--- src/rtl/instruction_fetch.sv ---
// Instruction fetch stage: requests words from instruction memory and presents a PC/instruction bundle to IF/ID.
// Optional build macro FETCH_PERF_CNT_EN adds a consumed-instruction counter on fetch_count.
module instruction_fetch #(
    parameter logic [15:0] RESET_PC = 16'h0000
) (
    input  logic        clock,
    input  logic        reset_n,
    input  logic        stall,
    input  logic        redirect_valid,
    input  logic [15:0] redirect_target,
    output logic        imem_req,
    output logic [15:0] imem_addr,
    input  logic        imem_ack,
    input  logic [15:0] imem_rdata,
    output logic [15:0] PC_out_IF,
    output logic [15:0] PC_plus1_out_IF,
    output logic [15:0] Instruction_out_IF,
    output logic        Valid_out_IF,
    output logic [15:0] fetch_count
);

    typedef enum logic {
        FETCH = 1'b0,
        DRAIN = 1'b1
    } state_e;

    state_e      state_q, state_d;
    logic [15:0] pc_q, pc_d;
    logic [15:0] drain_addr_q, drain_addr_d;
    logic [15:0] pc_out_q, pc_out_d;
    logic [15:0] pc_plus1_q, pc_plus1_d;
    logic [15:0] instr_q, instr_d;
    logic        valid_q, valid_d;

    logic        consume;
    logic        hold;
    logic        ack_take;

    assign consume  = valid_q && !stall;
    assign hold     = valid_q && stall;
    assign ack_take = imem_req && imem_ack;

    always_ff @(posedge clock or negedge reset_n) begin
        if (!reset_n) begin
            state_q <= FETCH;
        end else begin
            state_q <= state_d;
        end
    end

    // A redirect that catches a request mid-flight must wait out its ack before refetching.
    always_comb begin
        state_d = state_q;
        case (state_q)
            FETCH: begin
                if (redirect_valid && imem_req && !imem_ack) begin
                    state_d = DRAIN;
                end
            end
            DRAIN: begin
                if (imem_ack) begin
                    state_d = FETCH;
                end
            end
            default: state_d = FETCH;
        endcase
    end

    always_comb begin
        imem_req  = 1'b0;
        imem_addr = pc_q;
        case (state_q)
            FETCH: begin
                imem_req  = reset_n && !hold;
                imem_addr = pc_q;
            end
            DRAIN: begin
                imem_req  = 1'b1;
                imem_addr = drain_addr_q;
            end
            default: begin
                imem_req  = 1'b0;
                imem_addr = pc_q;
            end
        endcase
    end

    always_comb begin
        pc_d         = pc_q;
        pc_out_d     = pc_out_q;
        pc_plus1_d   = pc_plus1_q;
        instr_d      = instr_q;
        valid_d      = valid_q;
        drain_addr_d = (state_q == FETCH) ? pc_q : drain_addr_q;

        if (redirect_valid) begin
            pc_d    = redirect_target;
            valid_d = 1'b0;
            instr_d = 16'hFFFF;
        end else if ((state_q == FETCH) && ack_take) begin
            instr_d    = imem_rdata;
            pc_out_d   = pc_q;
            pc_plus1_d = pc_q + 16'd1;
            valid_d    = 1'b1;
            pc_d       = pc_q + 16'd1;
        end else if (consume) begin
            valid_d = 1'b0;
        end
    end

    always_ff @(posedge clock or negedge reset_n) begin
        if (!reset_n) begin
            pc_q         <= RESET_PC;
            drain_addr_q <= RESET_PC;
            pc_out_q     <= 16'h0000;
            pc_plus1_q   <= 16'h0000;
            instr_q      <= 16'hFFFF;
            valid_q      <= 1'b0;
        end else begin
            pc_q         <= pc_d;
            drain_addr_q <= drain_addr_d;
            pc_out_q     <= pc_out_d;
            pc_plus1_q   <= pc_plus1_d;
            instr_q      <= instr_d;
            valid_q      <= valid_d;
        end
    end

    assign PC_out_IF          = pc_out_q;
    assign PC_plus1_out_IF    = pc_plus1_q;
    assign Instruction_out_IF = instr_q;
    assign Valid_out_IF       = valid_q;

`ifdef FETCH_PERF_CNT_EN
    logic [15:0] count_q, count_d;

    assign count_d = consume ? count_q + 16'd1 : count_q;

    always_ff @(posedge clock or negedge reset_n) begin
        if (!reset_n) begin
            count_q <= 16'h0000;
        end else begin
            count_q <= count_d;
        end
    end

    assign fetch_count = count_q;
`else
    assign fetch_count = 16'h0000;
`endif

endmodule

--- config.mk ---
export PLATFORM = sky130hd
export DESIGN_NAME = instruction_fetch
export DESIGN_NICKNAME = d
export VERILOG_FILES = /design/src/rtl/instruction_fetch.sv
export SDC_FILE = /design/constraint.sdc
export NUM_CORES = 1
export LEC_CHECK = 0
export ABC_AREA = 1
export CAP_MARGIN = 20
export CORE_MARGIN = 10
export CORE_UTILIZATION = 35
export DETAILED_ROUTE_END_ITERATION = 16
export PLACE_DENSITY = 0.65
export SYNTH_ARGS = -nofsm -noshare
export SYNTH_HDL_FRONTEND = slang
export SYNTH_SLANG_ARGS = --single-unit
--- constraint.sdc ---
create_clock -name clock -period 3.04 [get_ports clock]
set_clock_uncertainty 0.15 [all_clocks]
set_input_delay 0.456 -clock clock [delete_from_list [all_inputs] [get_ports clock]]
set_output_delay 0.456 -clock clock [all_outputs]
set_load 0.005 [all_outputs]
==> impl_metrics.json <==
{
  "status": "finished clean",
  "setup_viol": 0,
  "cpMostUsedCell": "nand2_1",
  "avgSynthCellArea_sq_um": 8.32,
  "instances_no_fill": 683,
  "grt.overflow.total": 0,
  "vias": 3104,
  "max-slew-margin-rel_pct": 43.4,
  "wl_per_cell_um": 14.8,
  "cts.sink_count": 82,
  "yosysTopAreaCellShare_pct": 45.1,
  "grtUsageTotal_pct": 13.5,
  "syn_inst": 440,
  "ant_nets": 0,
  "place.gp.congestion": 0.826,
  "clk_pin_slew_ps": 90,
  "cap_violations": 0,
  "dpl.hpwl_um": 7510,
  "cts_tree": "yes",
  "whs_ps": 331,
  "path_max_fanout": 16,
  "fmax_ghz": 0.375,
  "rows": 37,
  "grt_pass1_vias": 3157,
  "yosys.cell_count.top_type": "nand2_1",
  "route.detailed.drc": 0,
  "ys_ff_latch": 82,
  "io_buffers": 102,
  "die_h_um": 122,
  "wl_um": 10100,
  "maxSlewViolCount": 0,
  "synth_cell_type_count": 24,
  "tightest_slew_ps": 849,
  "setup_tns_ps": 0,
  "dpl.cell_count": 666,
  "cts_root_buf": "clkbuf_8",
  "max_stage_delay_ps": 560,
  "cp.arrival_ps": 2060,
  "ir_worst_vdd_v": 0.000211,
  "grt_pass1_wl_um": 16300,
  "area_growth_pct": 35.1,
  "rsz0062_at_grt": "no",
  "clock_path_buffers": 2,
  "grt_max_degree": 69,
  "final_nets": 580,
  "syn_area_sq_mm": 0.00366,
  "min_period_ps": 2670,
  "die_x_um": 122,
  "cts-resized-gates": 0,
  "dr.pass1.iters": 4,
  "synth_edf_count": 0,
  "start_kind": "input port",
  "path_cells": "dlygate4sd3_1 > buf_4 > nand2_1 > nand2_1 > clkdlybuf4s50_1",
  "cts-buffers-inserted": 9,
  "ios": 119,
  "final_layout_size_suffix_gt1_share_pct": 8.41,
  "antenna_found_initial": 0,
  "dieArea_sq_mm": 0.0149,
  "synth_flop_cell": "dfrtp_1",
  "htreeDepth": 3,
  "via_per_inst": 4.54,
  "cp_slowest_cell": "clkdlybuf4s50_1",
  "final_hold_viol_count": 0,
  "antenna-diode-count": 0,
  "synthArstFlopShare_pct": 100,
  "hold_class": "reg -> reg",
  "endpoint_kind": "output port",
  "fp.coreArea_sq_mm": 0.0103,
  "yosysSeqAreaShare_pct": 56.6,
  "crit_required_ps": 2430,
  "worstSetupPathType": "in -> out",
  "synth_common_cells": "nand2_1 (149), dfrtp_1 (66), nor2_1 (58)",
  "r2r_slack_ps": 1140,
  "clock_latency_ps": 350,
  "drt_iter0_markers": 226,
  "fin_crit_sh_pct": 87.8,
  "leakage_nw": 2.39,
  "synth_top_area_cell": "dfrtp_1",
  "synth.area.top_cells": "dfrtp_1 (45%), nand2_1 (15%), dfstp_2 (11%)",
  "powerDensity_mw_per_mm2": 557,
  "yosys_warnings": 0,
  "start_util_pct": 35.6
}
[metal layers]
metal  GRT usage (%)  vias to the layer above  wire (um)
li1                -                     1545          -
met1            18.1                     1467       4860
met2            20.7                       86       4460
met3            3.90                        6        696
met4            3.76                        0         63
met5               0                        -          0
[report_power, final]
part | leakage, nW | internal (W) | switching (W)
clock network | 0.0988 | 0.000338 | 0.000398
logic | 1.29 | 0.000364 | 0.000286
registers | 0.994 | 0.00126 | 0.000109
total | 2.39 | 0.00196 | 0.000794
[state kept, by name (all words and copies together), names as in the netlist]
register            cells
state_q                 1
drain_addr_q           16
Valid_out_IF            1
Instruction_out_IF     16
PC_plus1_out_IF        16
pc_q                   16
PC_out_IF              16
[logic make-up (layout without fill, tap and decap cells)]
| family | after synthesis | after routing | synth area share [%] |
|---|---|---|---|
| adders and majority gates | 1 | 1 | 0.342 |
| DFF | 82 | 82 | 56.6 |
| buffers and inverters | 65 | 157 | 9.09 |
| AOI/OAI and AO/OA | 28 | 28 | 3.90 |
| and+or+nand+nor | 259 | 259 | 29.0 |
| xor gates and xnor gates | 4 | 4 | 0.957 |
| other | 1 | 16 | 0.102 |
[what timing repair did]
item / CTS / global route
buffers inserted: 0 / 0
hold endpoints to repair: 13 / 0
hold buffers: 1 / 0
[path summary, 6_finish.rpt]
check	from	end	cells past startpoint
setup / recovery	reset_n	imem_req	5
hold / removal	PC_out_IF[1]	PC_out_IF[1]	2
setup reg to reg	Valid_out_IF	Instruction_out_IF[9]	8
hold reg to reg	PC_out_IF[1]	PC_out_IF[1]	2
max in group asynchronous	reset_n	pc_q[13]	3
min in group asynchronous	reset_n	PC_plus1_out_IF[11]	2
[critical path, delay by kind of cell]
family	cells	cell delay [ps]
and+or+nand+nor	2	270
buffers and inverters	3	1330
[cell usage in the layout, fill, tap and decap left out, types with 2 or more instances in the layout]
master	instances
xor2_1	4
clkdlybuf4s50_1	101
nor2_1	58
buf_4	6
nand3_1	44
inv_1	29
conb_1	16
dfrtp_1	66
nand4_1	4
o21ai_1	5
inv_2	2
nand2_1	149
clkbuf_8	11
clkinv_4	2
o21ai_0	21
dfstp_2	16
clkinv_2	4
[metrics by stage]
stage | power [W] | setup WS (ps) | cell area (sq um) | utilization, %
after floorplan | 0.00162 | 1420 | 3720 | -
after global placement | 0.00204 | 691 | 4750 | 46.3
after detailed placement | 0.00205 | 586 | 4750 | 46.3
after CTS | 0.00279 | 353 | 4940 | 48.1
after global routing | 0.00293 | 228 | 4940 | 48.1
final | 0.00276 | 372 | 4940 | 48.1
[final cells by class]
cell class / count / area (sq um)
clock buffer: 11 / 151
sequential: 82 / 2070
fill: 1025 / 5330
timing repair buffer: 109 / 1090
clock inverter: 5 / 28.8
inverter: 32 / 125
tap: 136 / 170
multi-input combinational: 308 / 1310
No activity file was read; power rests on OpenSTA's default activity.
